==> config.mk <==
export PLATFORM = sky130hd
export DESIGN_NAME = ps2_host_tx
export DESIGN_NICKNAME = d
export VERILOG_FILES = /design/src/rtl/ps2_pkg.sv /design/src/rtl/ps2_line_filter.sv /design/src/rtl/ps2_host_tx.sv
export SDC_FILE = /design/constraint.sdc
export NUM_CORES = 1
export LEC_CHECK = 0
export CAP_MARGIN = 20
export CORE_ASPECT_RATIO = 0.6
export CORE_UTILIZATION = 40
export DETAILED_ROUTE_END_ITERATION = 8
export PLACE_DENSITY = 0.53
export REMOVE_ABC_BUFFERS = 1
export SLEW_MARGIN = 20
export SYNTH_ARGS = -nofsm -noshare
export SYNTH_HDL_FRONTEND = slang
export SYNTH_SLANG_ARGS = --single-unit
==> constraint.sdc <==
create_clock -name clk32 -period 2.95 [get_ports clk32]
set_input_delay 0.59 -clock clk32 [delete_from_list [all_inputs] [get_ports clk32]]
set_output_delay 0.59 -clock clk32 [all_outputs]
set_load 0.005 [all_outputs]
==> src/rtl/ps2_pkg.sv <==
// Shared PS/2 definitions: host transmitter states, error codes and
// timing constants at 32 MHz. The receiver uses the same sample delay
// and timeout values.
package ps2_pkg;

  typedef enum logic [2:0] {
    IDLE,
    INHIBIT,
    SETUP,
    WAIT_FIRST,
    SEND,
    ACK,
    WAIT_IDLE
  } tx_state_t;

  // Error codes reported on err_code alongside tx_error
  localparam logic [1:0] ERR_NONE          = 2'd0;
  localparam logic [1:0] ERR_START_TIMEOUT = 2'd1;
  localparam logic [1:0] ERR_FRAME_TIMEOUT = 2'd2;
  localparam logic [1:0] ERR_NO_ACK        = 2'd3;

  // Timing at 32 MHz
  localparam int PS2_INHIBIT_CYCLES = 3200;    // 100 us clock inhibit
  localparam int PS2_SETUP_CYCLES   = 32;      // 1 us both lines low
  localparam int PS2_SAMPLE_DELAY   = 10;      // clock debounce
  localparam int PS2_START_TIMEOUT  = 480000;  // 15 ms to first device edge
  localparam int PS2_FRAME_TIMEOUT  = 64000;   // 2 ms to ACK edge

  // Counter widths
  localparam int TIMER_W       = 19;
  localparam int FRAME_TIMER_W = 16;
  localparam int EDGE_W        = 4;

  // Odd parity over a data byte, as carried in the PS/2 frame
  function automatic logic odd_parity(input logic [7:0] data);
    return ~^data;
  endfunction

endpackage

==> src/rtl/ps2_line_filter.sv <==
// Synchronises the raw PS/2 clock and data pads, debounces the clock and
// produces a one-cycle strobe on each filtered falling edge.
module ps2_line_filter
  import ps2_pkg::*;
#(
  parameter int SAMPLE_DELAY = PS2_SAMPLE_DELAY
) (
  input  logic clk32,
  input  logic rst_n,
  input  logic kbd_clk,
  input  logic kbd_dat,
  output logic clk_filt,
  output logic dat_sync,
  output logic clk_fall
);

  localparam int CNT_W = $clog2(SAMPLE_DELAY + 1);
  localparam logic [CNT_W-1:0] CNT_LAST = CNT_W'(SAMPLE_DELAY - 1);

  logic clk_meta;
  logic clk_sync;
  logic dat_meta;
  logic [CNT_W-1:0] stable_cnt;

  // Two-flop synchronisers; idle bus level is high on both lines
  always_ff @(posedge clk32 or negedge rst_n) begin
    if (!rst_n) begin
      clk_meta <= 1'b1;
      clk_sync <= 1'b1;
      dat_meta <= 1'b1;
      dat_sync <= 1'b1;
    end else begin
      clk_meta <= kbd_clk;
      clk_sync <= clk_meta;
      dat_meta <= kbd_dat;
      dat_sync <= dat_meta;
    end
  end

  // Filtered clock follows the synced clock only after it has differed for SAMPLE_DELAY cycles in a row
  always_ff @(posedge clk32 or negedge rst_n) begin
    if (!rst_n) begin
      stable_cnt <= '0;
      clk_filt   <= 1'b1;
      clk_fall   <= 1'b0;
    end else begin
      clk_fall <= 1'b0;
      if (clk_sync == clk_filt) begin
        stable_cnt <= '0;
      end else if (stable_cnt == CNT_LAST) begin
        stable_cnt <= '0;
        clk_filt   <= clk_sync;
        clk_fall   <= clk_filt;
      end else begin
        stable_cnt <= stable_cnt + 1'b1;
      end
    end
  end

endmodule

==> src/rtl/ps2_host_tx.sv <==
// Host-to-device PS/2 transmitter: inhibits the clock, issues the start
// bit, shifts data/parity/stop on device clock edges and checks the ACK.
module ps2_host_tx
  import ps2_pkg::*;
#(
  parameter int INHIBIT_CYCLES = PS2_INHIBIT_CYCLES,
  parameter int SETUP_CYCLES   = PS2_SETUP_CYCLES,
  parameter int SAMPLE_DELAY   = PS2_SAMPLE_DELAY,
  parameter int START_TIMEOUT  = PS2_START_TIMEOUT,
  parameter int FRAME_TIMEOUT  = PS2_FRAME_TIMEOUT
) (
  input  logic       clk32,
  input  logic       rst_n,
  input  logic       kbd_clk,
  input  logic       kbd_dat,
  output logic       kbd_clk_low,
  output logic       kbd_dat_low,
  input  logic       tx_valid,
  input  logic [7:0] tx_data,
  output logic       tx_ready,
  output logic       busy,
  output logic       tx_done,
  output logic       tx_error,
  output logic [1:0] err_code
);

  localparam logic [TIMER_W-1:0]       INHIBIT_LOAD = TIMER_W'(INHIBIT_CYCLES - 1);
  localparam logic [TIMER_W-1:0]       SETUP_LOAD   = TIMER_W'(SETUP_CYCLES - 1);
  localparam logic [TIMER_W-1:0]       START_LOAD   = TIMER_W'(START_TIMEOUT - 1);
  localparam logic [FRAME_TIMER_W-1:0] FRAME_LOAD   = FRAME_TIMER_W'(FRAME_TIMEOUT - 1);
  localparam logic [EDGE_W-1:0]        EDGE_STOP    = 4'd9;
  localparam logic [EDGE_W-1:0]        EDGE_MAX     = 4'd11;

  logic clk_filt;
  logic dat_sync;
  logic clk_fall;

  tx_state_t                state_q, state_d;
  logic [TIMER_W-1:0]       timer_q, timer_d;
  logic [FRAME_TIMER_W-1:0] frame_timer_q, frame_timer_d;
  logic [EDGE_W-1:0]        edge_cnt_q, edge_cnt_d;
  logic [9:0]               frame_q, frame_d;
  logic                     clk_low_q, clk_low_d;
  logic                     dat_low_q, dat_low_d;
  logic                     done_q, done_d;
  logic                     error_q, error_d;
  logic [1:0]               err_code_q, err_code_d;

  ps2_line_filter #(
    .SAMPLE_DELAY(SAMPLE_DELAY)
  ) u_filter (
    .clk32    (clk32),
    .rst_n    (rst_n),
    .kbd_clk  (kbd_clk),
    .kbd_dat  (kbd_dat),
    .clk_filt (clk_filt),
    .dat_sync (dat_sync),
    .clk_fall (clk_fall)
  );

  // State, timers, shift frame and pad drivers; reset releases both lines at once
  always_ff @(posedge clk32 or negedge rst_n) begin
    if (!rst_n) begin
      state_q       <= IDLE;
      timer_q       <= '0;
      frame_timer_q <= '0;
      edge_cnt_q    <= '0;
      frame_q       <= '0;
      clk_low_q     <= 1'b0;
      dat_low_q     <= 1'b0;
      done_q        <= 1'b0;
      error_q       <= 1'b0;
      err_code_q    <= ERR_NONE;
    end else begin
      state_q       <= state_d;
      timer_q       <= timer_d;
      frame_timer_q <= frame_timer_d;
      edge_cnt_q    <= edge_cnt_d;
      frame_q       <= frame_d;
      clk_low_q     <= clk_low_d;
      dat_low_q     <= dat_low_d;
      done_q        <= done_d;
      error_q       <= error_d;
      err_code_q    <= err_code_d;
    end
  end

  // Next-state logic; the wait for the first device edge is bounded by the start timeout
  // alone, while the frame timer already counts so the frame budget runs from clock release
  always_comb begin
    state_d       = state_q;
    timer_d       = timer_q;
    frame_timer_d = frame_timer_q;
    edge_cnt_d    = edge_cnt_q;
    frame_d       = frame_q;
    clk_low_d     = clk_low_q;
    dat_low_d     = dat_low_q;
    done_d        = 1'b0;
    error_d       = 1'b0;
    err_code_d    = err_code_q;

    if (timer_q != '0) begin
      timer_d = timer_q - 1'b1;
    end
    if ((frame_timer_q != '0) &&
        ((state_q == WAIT_FIRST) || (state_q == SEND) || (state_q == ACK))) begin
      frame_timer_d = frame_timer_q - 1'b1;
    end

    case (state_q)
      IDLE: begin
        clk_low_d = 1'b0;
        dat_low_d = 1'b0;
        if (tx_valid) begin
          frame_d   = {1'b1, odd_parity(tx_data), tx_data};
          timer_d   = INHIBIT_LOAD;
          clk_low_d = 1'b1;
          state_d   = INHIBIT;
        end
      end

      INHIBIT: begin
        if (timer_q == '0) begin
          dat_low_d = 1'b1;
          timer_d   = SETUP_LOAD;
          state_d   = SETUP;
        end
      end

      SETUP: begin
        if (timer_q == '0) begin
          clk_low_d     = 1'b0;
          timer_d       = START_LOAD;
          frame_timer_d = FRAME_LOAD;
          edge_cnt_d    = '0;
          state_d       = WAIT_FIRST;
        end
      end

      WAIT_FIRST: begin
        if (timer_q == '0) begin
          clk_low_d  = 1'b0;
          dat_low_d  = 1'b0;
          error_d    = 1'b1;
          err_code_d = ERR_START_TIMEOUT;
          state_d    = IDLE;
        end else if (clk_fall) begin
          dat_low_d  = ~frame_q[0];
          edge_cnt_d = 4'd1;
          state_d    = SEND;
        end
      end

      SEND: begin
        if (frame_timer_q == '0) begin
          clk_low_d  = 1'b0;
          dat_low_d  = 1'b0;
          error_d    = 1'b1;
          err_code_d = ERR_FRAME_TIMEOUT;
          state_d    = IDLE;
        end else if (clk_fall) begin
          dat_low_d  = ~frame_q[edge_cnt_q];
          edge_cnt_d = (edge_cnt_q == EDGE_MAX) ? EDGE_MAX : edge_cnt_q + 1'b1;
          if (edge_cnt_q == EDGE_STOP) begin
            state_d = ACK;
          end
        end
      end

      ACK: begin
        if (frame_timer_q == '0) begin
          clk_low_d  = 1'b0;
          dat_low_d  = 1'b0;
          error_d    = 1'b1;
          err_code_d = ERR_FRAME_TIMEOUT;
          state_d    = IDLE;
        end else if (clk_fall) begin
          edge_cnt_d = (edge_cnt_q == EDGE_MAX) ? EDGE_MAX : edge_cnt_q + 1'b1;
          if (!dat_sync) begin
            state_d = WAIT_IDLE;
          end else begin
            clk_low_d  = 1'b0;
            dat_low_d  = 1'b0;
            error_d    = 1'b1;
            err_code_d = ERR_NO_ACK;
            state_d    = IDLE;
          end
        end
      end

      WAIT_IDLE: begin
        if (clk_filt && dat_sync) begin
          done_d  = 1'b1;
          state_d = IDLE;
        end
      end

      default: begin
        clk_low_d = 1'b0;
        dat_low_d = 1'b0;
        state_d   = IDLE;
      end
    endcase
  end

  assign kbd_clk_low = clk_low_q;
  assign kbd_dat_low = dat_low_q;
  assign tx_ready    = (state_q == IDLE);
  assign busy        = (state_q != IDLE);
  assign tx_done     = done_q;
  assign tx_error    = error_q;
  assign err_code    = err_code_q;

endmodule

# After elaboration in Yosys (flattened, before gate mapping)
# Index checks and enable logic that the tools add are counted.
# word_totals
regBits	68
input_bits	13
out_inout_bits	8
wordCells	138
# op_classes
n_addsub	4
n_lt_le_gt_ge	1
eq_ne	26
n_mux	61
bitwise	5
reduce_logical	24
# op_table
op	n
$mux W19	4
$pmux W19 S3	1
$mux W16	3
$mux W3	12
$mux W4	8
$mux W1	21
$pmux W3 S7	1
$logic_not A19 Y1	1
$reduce_bool A19 Y1	1
$sub A19 B1 Y19 const B	1
$logic_not A16 Y1	1
$reduce_bool A16 Y1	1
$sub A16 B1 Y16 const B	1
$ne A3 B1 Y1 const B	5
$eq A4 B4 Y1 const B	3
$ne A2 B2 Y1 const B	6
$pmux W4 S3	1
$reduce_and A6 Y1	2
$mux W2	5
$ne A2 B1 Y1 const B	5
$pmux W1 S5	2
$reduce_and A5 Y1	2
$eq A3 B3 Y1 const B	3
$reduce_bool A3 Y1	3
other kinds (16)	28

# Longest topological paths before layout
# logic_depth
word_depth	7
mapped_depth	10
ltp_nobuf	9

# Cells and area by module
# From an unflattened synthesis, not the netlist that was laid out.
# hier_totals
cells_unflattened	377
hier_area_um2	3677.3
# by_module_without_submodules
module	n_inst	cells_per_inst	area_each_um2	seq_area_each_um2
ps2_host_tx	1	352	3299.4	1451.4
ps2_line_filter	1	25	377.9	256.5

# Worst setup path before layout
# Ideal clock, no wire load.
# synth_timing
path_kind	register to register
from	register timer_q[0]
to	register dat_low_q (netlist: kbd_dat_low)
setup_ns	0.127
arrival_ns	2.329
required_time_ns	2.823
setup_slack_ns	0.494
stages_incl_launch_ff	11
n_path_buf	1
synth_period_minus_slack_ns	2.456
cell_sequence	dfrtp_1 > inv_1 > ha_1 > or4b_1 > nor4_4 > and2_4 > buf_8 > inv_4 > a21oi_4 > a2bb2oi_2 > mux2_1
# synth_between
elab_chain_cells	3
elab_cells_between_ends	6
cone_classes	2 x eq/ne; 2 x mux; 2 x reduce/logical
# synth_rtl
item	line_no	text
start: declaration	ps2_host_tx.sv:39	logic [TIMER_W-1:0] timer_q, timer_d;
start signal: assignment	ps2_host_tx.sv:76	timer_q <= timer_d;
$logic_not A19 Y1 (*)	ps2_host_tx.sv:123, ps2_host_tx.sv:141	
$ne A3 B1 Y1 (no line), or another cell as far along	n/a	
$reduce_and A6 Y1 (no line) or $pmux W1 S5 (tied branches)	n/a	
end signal: assignment	ps2_host_tx.sv:81	dat_low_q <= dat_low_d;
end: declaration	ps2_host_tx.sv:44	logic dat_low_q, dat_low_d;
# Every way passes the cells marked *; elsewhere a longest branch is shown, timed or not.
# A chain may end at the register's enable or synchronous reset.

# Final worst setup path
# layout_timing
from	register state_q[2]
to	output port tx_ready
# layout_between
elab_chain_cells	1
# layout_rtl
item	line_no	text
start: declaration	ps2_host_tx.sv:38	tx_state_t state_q, state_d;
start signal: assignment	ps2_host_tx.sv:75	state_q <= state_d;
$logic_not A3 Y1	ps2_host_tx.sv:208	assign tx_ready = (state_q == IDLE);
end: declaration	ps2_host_tx.sv:20	output logic tx_ready,
# No other way between the ends.

==> key figures <==
Drt
  • WL final: 7970 um
  • Residual DRC count: 0
  • First drt pass iteration count: 4
  • 1st-iter DRT viols: 266
  • Detailed-route vias per instance: 5.31
  • Post-route ant nets: 0
  • Post-DR wirelength/cell: 15.5 um
  • Via Count: 2730

Final layout
  • Final Instance Area: 4330 um^2
  • Diode count: 0
  • Reg area: 1710 um^2
  • Fillers: 833
  • Share of cells above drive strength 1: 13.7%
  • Area growth syn-to-layout: 17.9%
  • Nets: 419
  • Final core utilization: 49.7%
  • Multi-input gate area: 1850 um^2

Synthesis
  • Sequential element share of the synthesized area: 46.5%
  • Xor/xnor share of the synthesized area: 9.06%
  • Area of the mapped netlist: 3670 um^2
  • Distinct cells, synth: 61
  • Synth cell count leaders: 63 x dfrtp_1, 45 x nand2_1, 34 x nor2_1
  • Post-Synthesis Cells: 370
  • Largest family of logic cells by synthesized area: simple AND/OR/NAND/NOR gates
  • Synth area leaders: dfrtp_1 43%, xnor2_1 6.2%, nand2_1 4.6%
  • Yosys top cell by area: dfrtp_1
  • Yosys reg bits: 68
  • Post-synthesis compound-gate area fraction: 10.3%
  • Simple-Gate Fraction of Synth Area: 22.9%
  • Mux contribution to synthesized area: 5.11%
  • Warnings, synthesis: 0
  • Synth Flop Type: dfrtp_1
  • Most common cell in the netlist: dfrtp_1
  • EDFF count, synth: 0
  • Ys async rst share: 100%
  • Syn_area_per_cell: 9.93 um^2
  • Synth Area in Adders: 3.07%
  • Post-synth top area share: 42.9%

Die
  • DIE WIDTH: 126 um
  • Core area: 8720 um^2
  • I/O pins: 21
  • Initial Util: 42.1%
  • Die height: 76.2 um
  • DIE AREA: 9580 um^2
  • # rows: 26

Pwr
  • Pwr dens: 750 nW/um^2
  • Max IR drop VDD: 0.000411 V
  • Lkg Pwr: 0.00188 uW

Placement
  • RePlAce Congestion: 0.827
  • Placed inst area: 4030 um^2
  • Dpl hpwl: 5730 um
  • Pre-CTS WS: 0.411 ns
  • Buffers added on ports: 20

Clock tree
  • Cts hold-fix bufs: 0
  • CTS H-Tree Depth: 3
  • Setup Buffers After CTS: 0
  • Clock Tree Root: clkbuf_16
  • Sink Count: 68
  • TritonCTS buffer count: 9
  • Post-cts sizing count: 0
  • Bufs on Longest Clock Path: 2
  • Worst-skew pair later-pin latency: 0.33 ns
  • CTS tree: done
  • Clk slew on worst S/H paths: 0.06 ns

Hold path
  • Hold crit path type: input port to async pin

Worst setup path
  • Arrival @ worst endpoint: 2.00 ns
  • Crit-path max cell delay: 0.60 ns
  • Crit path cell chain: nor3_1, clkdlybuf4s50_1
  • Number of buffers and inverters on the critical path: 1
  • Crit path kind: flop to output pin
  • Startpoint types: flop
  • CP max FO: 18
  • Critical Path RT: 2.36 ns
  • Crit. End Element: output pin
  • Critical path's slowest cell: dfrtp_1
  • Crit path max-delay family: flip-flops

Timing
  • Setup Skew: 0.00591 ns
  • Tmin final: 2.59 ns
  • Final setup fails: 0
  • Worst Tran Pin Value: 0.818 ns
  • RSZ-0062 raised after global routing: no
  • Final Hold Viols: 0
  • Period utilisation layout: 87.8%
  • Fmax: 386 MHz
  • Final TNS setup: 0 ns
  • Final slew viol count: 0
  • Min Hold Slack: 0.349 ns
  • Setup slack after layout: 0.359 ns
  • Relative slew slack: 45.5%

Global route
  • Total GRT Usage: 18.5%
  • Global-route wire length before repair: 13800 um
  • Pin count of the biggest net entering global routing: 36
  • Total grt overflow: 0
  • Vias in the first global route: 2626
  • Initial antenna violation count: 0

Run
  • Max cap viols: 0

Status
  • Status: finished clean
-- per-stage QoR --
stage | cells | power [uW]
finish | 514 | 3250
global route | 514 | 3460
CTS | 514 | 3280
detailed placement | 498 | 2180
global placement | 498 | 2180
floorplan | 357 | 1830
-- cell usage in the layout, fill, tap and decap left out, types with 3 or more instances in the layout --
cell / Yosys / final
nand3b_1: 3 / 3
a21oi_1: 18 / 18
clkdlybuf4s50_1: 0 / 19
o21ai_0: 10 / 10
clkbuf_16: 0 / 9
xor2_1: 12 / 12
nor3b_1: 3 / 3
xnor2_1: 26 / 26
or3_1: 4 / 4
nand3_1: 8 / 8
mux2_2: 9 / 9
nand2_1: 45 / 45
nor4_1: 8 / 8
nor3_1: 22 / 22
dfstp_2: 5 / 5
ha_1: 9 / 9
a22o_1: 3 / 3
inv_1: 12 / 12
nand2b_1: 4 / 4
mux2i_1: 3 / 3
nor2_1: 34 / 34
dfrtp_1: 63 / 63
buf_4: 0 / 8
a211oi_1: 3 / 3
or4_1: 6 / 6
a211o_1: 3 / 3
-- cell type report --
class / instances / area share, %
clock buffer: 12 / 5.92
inverter: 13 / 1.18
clock inverter: 4 / 1.10
sequential: 68 / 39.4
timing repair buffer: 29 / 6.35
tap: 112 / 3.24
multi-input combinational: 276 / 42.8
-- registers in the layout, summed over array words and instances, names as in the netlist, 2 cells and up --
signal / cells
u_filter.stable_cnt: 4
state_q: 3
err_code: 2
frame_timer_q: 16
edge_cnt_q: 4
timer_q: 19
frame_q: 10
-- kinds of logic (layout without fill, tap and decap cells) --
family / after synthesis / count (layout)
muxes: 15 / 15
AOI/OAI and AO/OA: 55 / 55
and+or+nand+nor: 159 / 159
DFF: 68 / 68
buffers and inverters: 26 / 58
xor gates and xnor gates: 38 / 38
adders and majority gates: 9 / 9
-- path summary, 6_finish.rpt --
| path | startpoint | to | slack [ns] | depth (start not counted) |
|---|---|---|---|---|
| min | rst_n | frame_timer_q[7] | 0.35 | 1 |
| min reg2reg | u_filter.dat_meta | u_filter.dat_sync | 0.35 | 0 |
| min in group clk32 | u_filter.dat_meta | u_filter.dat_sync | 0.35 | 0 |
| max in group asynchronous | rst_n | u_filter.clk_fall | 1.93 | 2 |
| max reg2reg | timer_q[0] | kbd_dat_low | 0.39 | 9 |
| max | state_q[2] | tx_ready | 0.36 | 2 |
-- report_power, final --
part           switching, uW  internal (uW)
Sequential               169           1080
Combinational            464            450
Clock                    386            697
-- metal layers --
metal  vias to the layer above  global-route usage [%]  wire length, um
li1                       1362                       -                -
met1                      1308                    29.0             4400
met2                        56                    24.1             3170
met3                         4                    5.06              350
met4                         0                    5.49               42
met5                         -                       0                0
Note: power is estimated with default switching activity, not from simulation.
==> edit: new RTL, same settings <==
The 7 states of `tx_state_t` get a Gray code encoding in 3 bits.
--- a/src/rtl/ps2_pkg.sv
+++ b/src/rtl/ps2_pkg.sv
@@ -6,9 +6,9 @@
   typedef enum logic [2:0] {
-    IDLE,
-    INHIBIT,
-    SETUP,
-    WAIT_FIRST,
-    SEND,
-    ACK,
-    WAIT_IDLE
+    IDLE       = 3'b000,
+    INHIBIT    = 3'b001,
+    SETUP      = 3'b011,
+    WAIT_FIRST = 3'b010,
+    SEND       = 3'b110,
+    ACK        = 3'b111,
+    WAIT_IDLE  = 3'b101
   } tx_state_t;
Check against the original RTL: same outputs for any inputs over 10 cycles, from zero or initial values and one cycle with rst_n low; not proved beyond that.
==> edit against the original RTL <==
  * Total power down 3.0%
  * Setup slack worse by 0.17 ns
  * Clock skew about the same
  * Routed wire length up 1.3%
  * Count of clock-buffer cells in the layout down 1
  * Final cell count up 0.39%
  * Sequential cell count unchanged
  * Fmax down 6.2%
  * Final area up 1.1%
  * Critical path type is now reg2reg
  * Critical endpoint is now edge_cnt_q[1]
  * Area after synthesis down 2.0%
==> edit: results <==
metrics = {
    "critical_path": {
        "arrival_ns": 2.97,
        "cp_max_fo": 4,
        "crit_family": "simple AND/OR/NAND/NOR gates",
        "slowest_stage": "or4_4",
    },
    "yosys": {
        "ys_warn_count": 0,
        "synth.top_cells.by_count": "dfrtp_1 (63), nand2_1 (37), nor2_1 (33)",
        "seq_area_frac_synth_pct": 47.45,
        "synth_ff_type": "dfrtp_1",
        "synthAdderAreaFrac_pct": 2.781,
        "synthMuxAreaShare_pct": 5.909,
        "synth_cell_types": 55,
        "async_reset_ff_share_pct": 100.0,
        "synth_compound_area_share_pct": 10.32,
        "synth_xor_area_share_pct": 8.759,
        "ys_top_cells_by_area": "dfrtp_1 (44%), xnor2_1 (6.1%), mux2_2 (4.4%), nand2_1 (3.9%), dfstp_2 (3.6%)",
    },
    "sta": {
        "relSlewSlack_pct": 42.13,
        "worst_clock_skew_ns": 0.005643,
    },
    "power_and_ir_drop": {
        "total_leakage_power_nw": 1.931,
        "peakVddDrop_uv": 362.1,
    },
    "run_status": {
        "status": "completed",
    },
    "clock_network": {
        "cts_max_path_buffers": 2,
        "cts-root-buf": "clkbuf_16",
    },
    "placement": {
        "place_congestion": 0.8124,
        "pre_cts_ws_ns": 0.01470,
        "port_buffers": 20,
        "dpl.hpwl_um": 5762,
    },
    "global_route": {
        "grt_pass1_vias": 2570,
        "grt_pass1_wl_um": 13380,
        "grt_util_all_layers_pct": 18.76,
        "grt_max_degree": 69,
    },
    "finish": {
        "nets": 420,
        "diodes": 0,
        "drive_above_1_share_pct": 17.82,
    },
    "routing": {
        "viasPerCell": 5.304,
        "drt_iter0_drc": 239,
        "avgRoutedWirePerCell_um": 15.64,
    },
    "hold_path": {
        "hold_path_class": "reg2reg",
    },
}
==> edit: cell count changes in the layout (fill, tap and decap cells not counted), moves of 4 or more <==
| cell | delta |
|---|---|
| a21oi_1 | -5 |
| buf_4 | +14 |
| inv_1 | -4 |
| mux2_2 | +5 |
| nand2_1 | -8 |
| nand3_1 | +7 |
| nor3_1 | -9 |
| o21ai_0 | +5 |
| o31ai_1 | +5 |
| or4_1 | +5 |
==> edit: stage by stage <==
step	util (%)	cell area [um2]	std cells
finish	50.78	4378	516
CTS	50.65	4367	515
floorplan	-	3550	346
global placement	46.89	4043	499
detailed placement	46.89	4043	499
global route	50.78	4378	516
==> edit: worst paths after layout <==
kind / start / to / depth (start not counted) / slack, ns
setup / recovery: timer_q[11] / edge_cnt_q[1] / 7 / 0.19
hold / removal: u_filter.dat_meta / u_filter.dat_sync / 0 / 0.35
setup reg to reg: timer_q[11] / edge_cnt_q[1] / 7 / 0.19
hold reg to reg: u_filter.dat_meta / u_filter.dat_sync / 0 / 0.35
max in group asynchronous: rst_n / u_filter.stable_cnt[2] / 2 / 1.92
min in group asynchronous: rst_n / timer_q[13] / 2 / 0.46
==> edit: cell families after synthesis <==
kind of cell	Yosys count
and+or+nand+nor	150
adders and majority gates	8
DFF	68
buffers and inverters	23
muxes	17
AOI/OAI and AO/OA	57
xor gates and xnor gates	36
==> edit: routing by layer <==
metal  vias up  routed length (um)  track usage, %
met5         -                   0               0
met4         0                  35           5.890
met3         2                 429           5.267
met2        70                3105           25.48
met1      1298                4498           28.44
li1       1367                   -               -
==> edit: where the power goes <==
group,internal [mW],leakage [nW],switching (mW)
sequential,1.11,0.866,0.162
clock,0.758,0.159,0.385
combinational,0.386,0.906,0.357
==> edit: layout make-up <==
cell class | instances | area [um2]
timing repair buffer | 42 | 360.3
clock buffer | 11 | 242.7
sequential | 68 | 1708
multi-input combinational | 268 | 1814
clock inverter | 5 | 75.07
fill | 790 | 4243
inverter | 10 | 37.54
tap | 112 | 140.1
==> edit: worst register-to-register path, cell delays in order (launching register included) <==
cell and delay [ns]:
dfrtp_1 0.40, or4_1 0.58, or4_4 0.60, nor3_4 0.20, buf_4 0.16, o21ai_1 0.08
o21ai_2 0.25, mux2_2 0.37
==> edit: what timing repair did <==
| action | in CTS | in global routing |
|---|---|---|
| pin swaps | 0 | 3 |
| hold buffers | 0 | 0 |
| buffers inserted | 0 | 1 |
| gates resized for setup | 1 | 1 |
| endpoints found under the setup margin | 1 | 17 |
